## config.mk

```make
export PLATFORM = sky130hd
export DESIGN_NAME = clic_core_irq_if
export DESIGN_NICKNAME = d
export VERILOG_FILES = /design/src/rtl/clic_core_pkg.sv /design/src/rtl/clic_irq_qualify.sv /design/src/rtl/clic_core_irq_if.sv
export SDC_FILE = /design/constraint.sdc
export NUM_CORES = 1
export LEC_CHECK = 0
export ABC_AREA = 1
export CAP_MARGIN = 5
export CORE_ASPECT_RATIO = 2
export CORE_MARGIN = 3
export CORE_UTILIZATION = 50
export CTS_BUF_LIST = sky130_fd_sc_hd__clkbuf_4 sky130_fd_sc_hd__clkbuf_8
export DETAILED_ROUTE_END_ITERATION = 8
export PLACE_DENSITY_LB_ADDON = 0.08
export SLEW_MARGIN = 40
export SYNTH_ARGS = -nofsm -noshare
export SYNTH_HDL_FRONTEND = slang
export SYNTH_HIERARCHICAL = 1
export SYNTH_SLANG_ARGS = --single-unit
```

## constraint.sdc

```tcl
create_clock -name clk_i -period 6.4 [get_ports clk_i]
set_input_delay 1.6 -clock clk_i [delete_from_list [all_inputs] [get_ports clk_i]]
set_output_delay 1.6 -clock clk_i [all_outputs]
set_load 0.05 [all_outputs]
```

## src/rtl/clic_core_pkg.sv

```systemverilog
// Shared types for the core-side CLIC interrupt responder.
// Latency: n/a (types and constants only).
// Backpressure: n/a.
package clic_core_pkg;

    // Handshake progress: waiting for an offer, trap raised to the
    // pipeline, and the single ready-pulse cycle after commit.
    typedef enum logic [1:0] {
        IDLE  = 2'd0,
        REQ   = 2'd1,
        READY = 2'd2
    } state_e;

    // Privilege encodings as carried on irq_mode_i / priv_i.
    localparam logic [1:0] PRIV_U = 2'd0;
    localparam logic [1:0] PRIV_S = 2'd1;
    localparam logic [1:0] PRIV_M = 2'd3;

endpackage

```

## src/rtl/clic_irq_qualify.sv

```systemverilog
// Decides whether an offered CLIC interrupt may preempt the hart right now.
// Latency: purely combinational.
// Backpressure: none; evaluated every cycle from current inputs.
//
// Ports:
//   irq_level_i/irq_mode_i : offered interrupt level and target privilege
//   priv_i, mie_i, sie_i   : current hart privilege and global enables
//   mil_i, thresh_i        : active interrupt level and level threshold
//   qualify_o              : offer is allowed to trap
module clic_irq_qualify
    import clic_core_pkg::*;
#(
    parameter int unsigned PrioWidth = 8,
    parameter int unsigned ModeWidth = 2
) (
    input  logic [PrioWidth-1:0] irq_level_i,
    input  logic [ModeWidth-1:0] irq_mode_i,
    input  logic [ModeWidth-1:0] priv_i,
    input  logic                 mie_i,
    input  logic                 sie_i,
    input  logic [PrioWidth-1:0] mil_i,
    input  logic [PrioWidth-1:0] thresh_i,
    output logic                 qualify_o
);

    logic                 mode_en;
    logic                 mode_is_m;
    logic [PrioWidth-1:0] level_floor;

    always_comb begin
        mode_is_m = (irq_mode_i == ModeWidth'(PRIV_M));

        // Global enable belonging to the interrupt's target mode; the
        // reserved encoding has no enable and never qualifies.
        mode_en = 1'b0;
        if (mode_is_m) begin
            mode_en = mie_i;
        end else if (irq_mode_i == ModeWidth'(PRIV_S)) begin
            mode_en = sie_i;
        end

        // Same-mode preemption must beat both the running level and the threshold.
        level_floor = (mil_i > thresh_i) ? mil_i : thresh_i;

        qualify_o = 1'b0;
        if (irq_mode_i > priv_i) begin
            // A higher-privilege target always preempts into M; S still
            // needs its own enable.
            qualify_o = mode_is_m || mode_en;
        end else if (irq_mode_i == priv_i) begin
            qualify_o = mode_en && (irq_level_i > level_floor);
        end
    end

endmodule

```

## src/rtl/clic_core_irq_if.sv

```systemverilog
// Core-side responder for the CLIC valid/ready + kill_req/kill_ack handshake.
// Latency: offer captured in 1 cycle, trap_req next; ready pulses 1 cycle after trap_ack.
// Backpressure: offers ignored while a trap is pending or completing; kill granted only before commit.
//
// Ports:
//   irq_*_i / irq_ready_o / irq_kill_*  : CLIC-side handshake
//   priv_i, mie_i, sie_i[, thresh_i]    : hart state used to qualify the offer
//   trap_*_o / trap_ack_i               : trap request to the pipeline and its commit
//   mret_i, mpil_i, mil_o               : active interrupt level tracking
// Build option: CLIC_INTTHRESH_EN adds thresh_i to the same-mode level compare.
module clic_core_irq_if
    import clic_core_pkg::*;
#(
    parameter int unsigned SrcWidth  = 8,
    parameter int unsigned PrioWidth = 8,
    parameter int unsigned ModeWidth = 2
) (
    input  logic                 clk_i,
    input  logic                 rst_ni,
    input  logic                 irq_valid_i,
    output logic                 irq_ready_o,
    input  logic [SrcWidth-1:0]  irq_id_i,
    input  logic [PrioWidth-1:0] irq_level_i,
    input  logic [ModeWidth-1:0] irq_mode_i,
    input  logic                 irq_kill_req_i,
    output logic                 irq_kill_ack_o,
    input  logic [ModeWidth-1:0] priv_i,
    input  logic                 mie_i,
    input  logic                 sie_i,
`ifdef CLIC_INTTHRESH_EN
    input  logic [PrioWidth-1:0] thresh_i,
`endif
    output logic                 trap_req_o,
    input  logic                 trap_ack_i,
    output logic [SrcWidth-1:0]  trap_id_o,
    output logic [PrioWidth-1:0] trap_level_o,
    output logic [ModeWidth-1:0] trap_mode_o,
    input  logic                 mret_i,
    input  logic [PrioWidth-1:0] mpil_i,
    output logic [PrioWidth-1:0] mil_o
);

    state_e               state_q, state_d;
    logic [SrcWidth-1:0]  id_q;
    logic [PrioWidth-1:0] level_q;
    logic [ModeWidth-1:0] mode_q;
    logic [PrioWidth-1:0] mil_q, mil_d;
    logic [PrioWidth-1:0] thresh;
    logic                 qualify;
    logic                 capture;
    logic                 commit;

`ifdef CLIC_INTTHRESH_EN
    assign thresh = thresh_i;
`else
    assign thresh = '0;
`endif

    clic_irq_qualify #(
        .PrioWidth (PrioWidth),
        .ModeWidth (ModeWidth)
    ) u_qualify (
        .irq_level_i (irq_level_i),
        .irq_mode_i  (irq_mode_i),
        .priv_i      (priv_i),
        .mie_i       (mie_i),
        .sie_i       (sie_i),
        .mil_i       (mil_q),
        .thresh_i    (thresh),
        .qualify_o   (qualify)
    );

    always_comb begin
        state_d        = state_q;
        capture        = 1'b0;
        commit         = 1'b0;
        irq_kill_ack_o = 1'b0;

        unique case (state_q)
            IDLE: begin
                if (irq_valid_i && qualify) begin
                    capture = 1'b1;
                    state_d = REQ;
                end
            end
            REQ: begin
                // Once the pipeline commits, the trap is architecturally taken
                // and a simultaneous kill can no longer be honoured.
                if (trap_ack_i) begin
                    commit  = 1'b1;
                    state_d = READY;
                end else if (irq_kill_req_i) begin
                    irq_kill_ack_o = 1'b1;
                    state_d        = IDLE;
                end else if (!(irq_valid_i && qualify)) begin
                    // Source withdrawn or hart state changed: abandon silently.
                    state_d = IDLE;
                end
            end
            READY: begin
                state_d = IDLE;
            end
            default: begin
                state_d = IDLE;
            end
        endcase

        // Trap entry takes precedence over an mret retiring in the same cycle.
        mil_d = mil_q;
        if (commit) begin
            mil_d = level_q;
        end else if (mret_i) begin
            mil_d = mpil_i;
        end
    end

    always_ff @(posedge clk_i or negedge rst_ni) begin
        if (!rst_ni) begin
            state_q <= IDLE;
            id_q    <= '0;
            level_q <= '0;
            mode_q  <= '0;
            mil_q   <= '0;
        end else begin
            state_q <= state_d;
            mil_q   <= mil_d;
            if (capture) begin
                id_q    <= irq_id_i;
                level_q <= irq_level_i;
                mode_q  <= irq_mode_i;
            end
        end
    end

    assign trap_req_o   = (state_q == REQ);
    assign irq_ready_o  = (state_q == READY);
    assign trap_id_o    = id_q;
    assign trap_level_o = level_q;
    assign trap_mode_o  = mode_q;
    assign mil_o        = mil_q;

endmodule

```

==> impl_metrics.yaml, run 1 <==
run_status:
  outcome: "finished clean"
finish:
  fillers: 302
  area.growth.synth_to_final_pct: 38.6
  layout.cells.non_filler: 390
  drive_above_1_share: 0.0499
  fin_nets: 396
  final_cell_area_um2: 2710
  antenna_cells: 0
timing:
  min_period_ps: 4840
  setup-violations-final: 0
  rsz0062_at_grt: "false"
  period_share: 0.756
  maxSlewViolCount: 0
  timing.hold.ws_ps: 482
  fmax_ghz: 0.207
  slew_headroom: 0.653
  tightestPinTransition_ps: 519
  finalHoldViolCount: 0
  finClkSkew_ps: 7.66
  setup_slack_ps: 1560
  timing.setup.tns_ps: 0
cts:
  postCtsSetupRepairBufs: 0
  clk_root_buffer_cell: "clkbuf_8"
  cts_max_level: 1
  clock-sinks: 28
  cts_buffers: 3
  cts_tree: "done"
  cts_resized: 0
  clk-insertion-delay-late_ps: 270
  cts_hold_buffers: 0
  clk_pin_slew_worst_paths_ps: 100
  cts_max_path_buffers: 2
floorplan:
  rows: 31
  die_area_um2: 4740
  ios: 65
  start_util: 0.530
  core_um2: 3680
  die_x_um: 50.2
  die_h_um: 94.4
detailed_routing:
  drcViolationCount: 0
  firstDrtPassIters: 4
  drt-total-wl_um: 4810
  dr_total_vias: 1934
  drt_iter0_markers: 25
  wl_per_cell_um: 12.3
  drtAntennaViolNets: 0
  viasPerCell: 4.96
yosys:
  syn_area_um2: 1950
  ys_top_cells_by_count: "nand2_1 (105), inv_1 (36), nand3_1 (35)"
  async_flop_share: 1.00
  ys.flop_type: "dfrtp_1"
  yosysMostFrequentCell: "nand2_1"
  synth-seq-cells: 28
  yosys.area.top_type: "dfrtp_1"
  yosys.area.top_type_share: 0.359
  syn_avg_cell_area_um2: 7.16
  netlist_instances: 273
  synth_warnings: 6
  synth_edf_count: 0
  ys_seq_area_frac: 0.359
  yosys-top-cells-area: "dfrtp_1 (36%), nand2_1 (20%), ha_1 (12%)"
  ys_types: 26
worst_setup_path:
  end_kind: "primary output"
  start_kind: "input port"
  critPathSlowestCell: "clkdlybuf4s50_1"
  cp_cell_sequence: "clkdlybuf4s50_1 -> nor2_1 -> clkdlybuf4s50_1"
  cpMostUsedCell: "clkdlybuf4s50_1"
  crit_type: "in -> out"
  required_ps: 4800
  cp_slowest_stage_delay_ps: 830
  r2r_start: "mil_o[7]"
  critPathLaunch: "trap_ack_i"
  cp_max_fo: 11
  cp.arrival_ps: 3240
power:
  p_comb_frac: 0.539
  p_leak_nw: 1.44
  power.share.sequential: 0.304
  internal-power_mw: 0.474
  ir_drop_uv: 292
  switching_share: 0.462
  p_switching_mw: 0.407
  clkPwrFrac: 0.158
  pwr_density_cell_nw_per_um2: 325
placement:
  place_area_um2: 2640
  post-place-ws_ps: 1550
  io_buffers: 64
  dp_hpwl_um: 3790
  place.gp.congestion: 0.825
  dp.cells: 386
grt:
  track_usage: 0.214
  grt_pass1_wl_um: 8010
  first_global_vias: 1865
  use_met1: 0.231
  grt.met3_usage: 0.0174
  grt_start_max_net_pins: 29
  top_usage_layer: "met2"
  grt_overflow: 0
  antenna_found_initial: 0
  grtUsageMet2: 0.412
job:
  drv_cap: 0
worst_hold_path:
  hp-class: "reg -> reg"
  holdCritStartpoint: "trap_id_o[3]"
per-layer routing:
metal	vias to the layer above	share of wire
met4	0	0.014
met5	-	0
met1	877	0.38
met2	64	0.56
li1	987	-
met3	6	0.046
worst max-delay path, delay by kind of cell:
| kind | cells | cell delay, ps |
|---|---|---|
| buffers and inverters | 2 | 1440 |
| and+or+nand+nor | 1 | 190 |
sequential cells by signal (all words and copies together) (netlist names):
| signal | count |
|---|---|
| mil_o | 8 |
| trap_level_o | 8 |
| trap_id_o | 8 |
| trap_mode_o | 2 |
| state_q | 2 |
cell families (layout without fill, tap and decap cells):
kind of cell,Yosys count,in the layout,synth area share
simple gates,167,167,0.389
fa+ha+maj,18,18,0.115
buf+inv,48,108,0.104
other cells,1,9,0.00192
compound gates,11,11,0.0307
flops,28,28,0.359
final cells by class:
class                   count  area [um^2]  share of cell area
well taps                  49         61.3              0.0226
repair buffers             65          648               0.239
inverters                  39          148              0.0545
clock buffers               3         41.3              0.0152
flip-flops and latches     28          701               0.259
clock inverters             1         30.0              0.0111
multi-input cells         205         1080               0.399
per-stage QoR:
stage / util / power, mW
after global routing: 0.735 / 0.933
after floorplan: - / 0.580
after global placement: 0.716 / 0.739
after detailed placement: 0.716 / 0.746
after CTS: 0.735 / 0.889
final: 0.735 / 0.881
placed cells by master (no fill, tap or decap):
master	count
nand4_4	1
nand3_1	35
o21a_1	1
nor3_1	1
dfrtp_1	28
buf_4	1
inv_1	36
inv_2	2
bufinv_16	1
nand2_2	1
ha_1	18
a21o_1	1
nand3_2	1
nor2_2	1
nand2_1	105
nor2_4	2
clkinv_2	1
a21oi_1	6
nor2_1	8
o21ai_0	2
nand4_1	9
clkbuf_8	3
clkdlybuf4s50_1	64
conb_1	9
nand2_4	3
o21ai_1	1
path summary, 6_finish.rpt:
| kind | to | slack, ps | depth (start not counted) |
|---|---|---|---|
| max reg2reg | trap_level_o[5] | 3280 | 20 |
| max | irq_kill_ack_o | 1560 | 3 |
| min | trap_id_o[3] | 480 | 2 |
| max in group asynchronous | trap_mode_o[1] | 4430 | 2 |
| min reg2reg | trap_id_o[3] | 480 | 2 |
| min in group asynchronous | trap_id_o[3] | 1690 | 2 |
power groups by stage:
stage / Combinational (mW) / Sequential [mW] / Clock, mW
detailed placement: 0.477 / 0.270 / 0
global placement: 0.469 / 0.270 / 0
finish: 0.475 / 0.268 / 0.139
floorplan: 0.140 / 0.441 / 0
global route: 0.509 / 0.274 / 0.150
CTS: 0.478 / 0.268 / 0.143
Note: power is estimated with default switching activity, not from simulation.
==> inputs of run 2 (changes only) <==
Settings changed: CORE_UTILIZATION 50 to 43.
Clock period 6.4 ns to 4.45 ns, I/O delays scaled along.
==> run 2 against run 1 <==
  * Worst hold slack improved by 0.80 ps
  * Final area about the same
  * Non-clock buffer count increased by 1
==> impl_metrics.yaml, run 2 (same netlist as run 1, synthesis figures left out) <==
run_status:
  outcome: "finished clean"
timing:
  period_share: 0.817
  maxSlewViolCount: 0
  rsz0062_at_grt: "false"
  setup_slack_ps: 815
  min_period_ps: 3630
  slew_headroom: 0.658
  finClkSkew_ps: 5.07
  tightestPinTransition_ps: 511
  setup-violations-final: 0
  fmax_ghz: 0.275
  finalHoldViolCount: 0
  timing.setup.tns_ps: 0
worst_setup_path:
  cp.arrival_ps: 2520
  start_kind: "input port"
  cp_max_fo: 2
  end_kind: "primary output"
  crit_type: "in -> out"
  required_ps: 3340
cts:
  clk_root_buffer_cell: "clkbuf_8"
  cts_buffers: 3
  clk-insertion-delay-late_ps: 280
  clock-sinks: 28
  cts_max_level: 1
  cts_resized: 0
  postCtsSetupRepairBufs: 0
  cts_max_path_buffers: 2
  clk_pin_slew_worst_paths_ps: 100
  cts_hold_buffers: 0
  cts_tree: "done"
floorplan:
  rows: 34
  core_um2: 4380
  die_h_um: 101
  die_area_um2: 5440
  die_x_um: 53.7
  start_util: 0.446
  ios: 65
grt:
  top_usage_layer: "met2"
  first_global_vias: 1797
  grt.met3_usage: 0.0221
  track_usage: 0.187
  use_met1: 0.196
  grt_pass1_wl_um: 7760
  grt_overflow: 0
  grt_start_max_net_pins: 29
  grtUsageMet2: 0.357
  antenna_found_initial: 0
power:
  p_leak_nw: 1.43
  ir_drop_uv: 302
  pwr_density_cell_nw_per_um2: 453
detailed_routing:
  dr_total_vias: 1877
  wl_per_cell_um: 11.8
  drtAntennaViolNets: 0
  drt_iter0_markers: 23
  drcViolationCount: 0
  firstDrtPassIters: 4
  drt-total-wl_um: 4670
  viasPerCell: 4.74
finish:
  layout.cells.non_filler: 396
  drive_above_1_share: 0.0526
  antenna_cells: 0
  fin_nets: 397
  final_common_cell: "nand2_1"
  final_cell_mix: "nand2_1 (105), clkdlybuf4s50_1 (64), inv_1 (36)"
  final_cell_area_um2: 2710
  fillers: 420
  area.growth.synth_to_final_pct: 38.5
placement:
  post-place-ws_ps: 803
  place.gp.congestion: 0.770
  io_buffers: 64
  dp.cells: 392
  place_area_um2: 2650
  dp_hpwl_um: 3750
worst_hold_path:
  hp-class: "reg -> reg"
job:
  drv_cap: 0
==> run 2: report_power, final <==
group          switching, mW  internal [mW]  total [mW]
clock                 0.0834         0.0793       0.163
sequential            0.0597          0.327       0.386
combinational          0.441          0.235       0.676
==> run 2: path summary, 6_finish.rpt <==
path	startpoint	to	slack, ps	depth (start not counted)
max reg2reg	mil_o[7]	trap_level_o[7]	1440	20
max	irq_kill_req_i	irq_kill_ack_o	820	4
max in group asynchronous	rst_ni	mil_o[6]	2980	2
min in group asynchronous	rst_ni	trap_id_o[1]	1200	2
min reg2reg	trap_id_o[4]	trap_id_o[4]	480	2
min	trap_id_o[4]	trap_id_o[4]	480	2
==> run 2: area by class of cell <==
type	count	area (um^2)	area share
Sequential cell	28	701	0.259
Clock buffer	4	55.1	0.0203
Tap cell	54	67.6	0.0250
Inverter	39	148	0.0546
Timing Repair Buffer	66	656	0.242
Multi-Input combinational cell	205	1080	0.399
==> run 2: stage by stage <==
step	hold WS (ps)	util	power, mW
final	483	0.618	1.22
after global routing	500	0.618	1.30
after CTS	486	0.618	1.24
after detailed placement	462	0.605	1.07
after global placement	454	0.605	1.06
after floorplan	608	-	0.835
==> run 2: worst max-delay path, cell delays in order <==
cell and delay (ps):
clkdlybuf4s50_1 470, nand2_1 50, nor2_1 80, clkdlybuf4s50_1 800
==> run 2: metal layers <==
metal | vias to the layer above | wire [um] | share of wire
met5 | - | 0 | 0
li1 | 990 | - | -
met3 | 2 | 182 | 0.039
met4 | 0 | 42 | 0.0090
met1 | 845 | 1840 | 0.39
met2 | 40 | 2600 | 0.56
==> inputs of run 3 (changes only) <==
Settings changed: CORE_UTILIZATION 43 to 47.
Clock period 4.45 ns to 3.5 ns, I/O delays scaled along.
==> run 3 against run 2 <==
  * Critical path type is now reg -> reg
  * Clock power grew 20%
  * Total power up 27%
  * Critical endpoint is now trap_id_o[0]
  * Utilization is 7.2 points higher
  * Largest power group unchanged
  * Routed wire length up 2.0%
  * Highest routed layer unchanged
  * Global-route usage increased by 1.8 points
==> impl_metrics.yaml, run 3 (same netlist as run 1, synthesis figures left out) <==
run_status:
  outcome: "finished clean"
finish:
  final_cell_area_um2: 2710
  final_cell_mix: "nand2_1 (105), clkdlybuf4s50_1 (63), inv_1 (36)"
  fin_nets: 398
  area.growth.synth_to_final_pct: 38.5
  final_common_cell: "nand2_1"
  drive_above_1_share: 0.0583
  fillers: 395
  antenna_cells: 0
cts:
  postCtsSetupRepairBufs: 0
  cts_tree: "done"
  clk_pin_slew_worst_paths_ps: 90
  cts_hold_buffers: 0
  clk-insertion-delay-late_ps: 270
  cts_max_path_buffers: 2
  clock-sinks: 28
  cts_max_level: 1
  clk_root_buffer_cell: "clkbuf_8"
  cts_buffers: 3
  cts_resized: 0
placement:
  place_area_um2: 2650
  io_buffers: 64
  place.gp.congestion: 0.834
  post-place-ws_ps: 520
  dp_hpwl_um: 3910
timing:
  tightestPinTransition_ps: 507
  finClkSkew_ps: 3.09
  slew_headroom: 0.661
  setup-violations-final: 0
  rsz0062_at_grt: "false"
  period_share: 0.842
  finalHoldViolCount: 0
  maxSlewViolCount: 0
  timing.setup.tns_ps: 0
  setup_slack_ps: 552
  timing.hold.ws_ps: 484
  min_period_ps: 2950
  fmax_ghz: 0.339
worst_setup_path:
  cp_cell_sequence: "ha_1 -> nand2_2 -> nor2_4 -> nand2_1 -> nand2_4 -> nand2_4 -> nand2_1 -> nand2_1 -> ha_1 -> nand2_1 -> nor2_1 -> nand2_1 -> nand2_1 -> nand2_1 -> nand2_1 -> nand2_1 -> inv_2 -> nand2_4 -> nand2_1 -> nand2_1"
  crit_type: "reg -> reg"
  critPathCapture: "trap_id_o[0]"
  critPathSlowestCell: "dfrtp_1"
  r2r_start: "mil_o[7]"
  crit_buf_inv: 1
  required_ps: 3670
  worst-path-stages: 20
  cpMostUsedCell: "nand2_1"
  cp_max_fo: 20
  cp_slowest_stage_delay_ps: 450
  cp_top_family: "simple AND/OR/NAND/NOR gates"
  critPathLaunch: "mil_o[7]"
  end_kind: "register"
  start_kind: "register"
  r2r_slack_ps: 550
  r2r_end: "trap_id_o[0]"
  cp.arrival_ps: 3110
  r2r_cells: 20
floorplan:
  rows: 32
  die_area_um2: 5010
  ios: 65
  core_um2: 3920
  start_util: 0.498
  die_x_um: 51.6
  die_h_um: 97.2
grt:
  first_global_vias: 1773
  track_usage: 0.205
  antenna_found_initial: 0
  grt_pass1_wl_um: 8020
  grt_overflow: 0
  grt_start_max_net_pins: 29
detailed_routing:
  drtAntennaViolNets: 0
  wl_per_cell_um: 12.1
  drcViolationCount: 0
  drt_iter0_markers: 30
  firstDrtPassIters: 4
  viasPerCell: 4.82
  dr_total_vias: 1899
  drt-total-wl_um: 4760
power:
  total_power_mw: 1.55
  pwr_density_cell_nw_per_um2: 573
  p_leak_nw: 1.44
  ir_drop_uv: 544
job:
  drv_cap: 0
worst_hold_path:
  hp-class: "reg -> reg"
## run 3: changes by cell type in the layout (fill, tap and decap cells not counted), sizes merged
cell and change:
buf +2, clkdlybuf4s50 -1
## run 3: tightest hold or removal path, cell delays in order (launching register included)
cell and delay (ps):
dfrtp_1 360, nand2_1 50, nand2_1 50
## run 3: metal layers
| metal | wire length (um) | GRT usage | share of wire | vias to the layer above |
|---|---|---|---|---|
| met4 | 62 | 0.0727 | 0.013 | 0 |
| met1 | 1900 | 0.238 | 0.40 | 849 |
| met3 | 137 | 0.0184 | 0.029 | 6 |
| met5 | 0 | 0 | 0 | - |
| met2 | 2660 | 0.372 | 0.56 | 51 |
| li1 | - | - | - | 993 |
## run 3: per-stage QoR
step | util | cells
after floorplan | - | 281
after global placement | 0.676 | 390
after detailed placement | 0.676 | 390
after CTS | 0.690 | 394
after global routing | 0.690 | 394
final | 0.690 | 394
## run 3: worst min-delay path by stage
stage,startpoint,endpoint,cells past startpoint
after floorplan,rst_ni,mil_o[0],0
after global placement,trap_id_o[1],trap_id_o[1],2
after detailed placement,trap_id_o[1],trap_id_o[1],2
after CTS,trap_id_o[1],trap_id_o[1],2
after global routing,trap_id_o[3],trap_id_o[3],2
final,trap_id_o[1],trap_id_o[1],2
## run 3: layout make-up
type / instances / area [um^2] / share of cell area
clock buffers: 4 / 55.1 / 0.0203
flip-flops and latches: 28 / 701 / 0.259
repair buffers: 67 / 661 / 0.244
well taps: 51 / 63.8 / 0.0236
inverters: 39 / 148 / 0.0545
multi-input cells: 205 / 1080 / 0.399
## run 3: power breakdown
part | switching, mW | internal, mW | total, mW | leakage (nW)
combinational | 0.561 | 0.300 | 0.861 | 1.06
sequential | 0.0801 | 0.416 | 0.496 | 0.350
clock | 0.0944 | 0.101 | 0.195 | 0.0288
total | 0.736 | 0.816 | 1.55 | 1.44
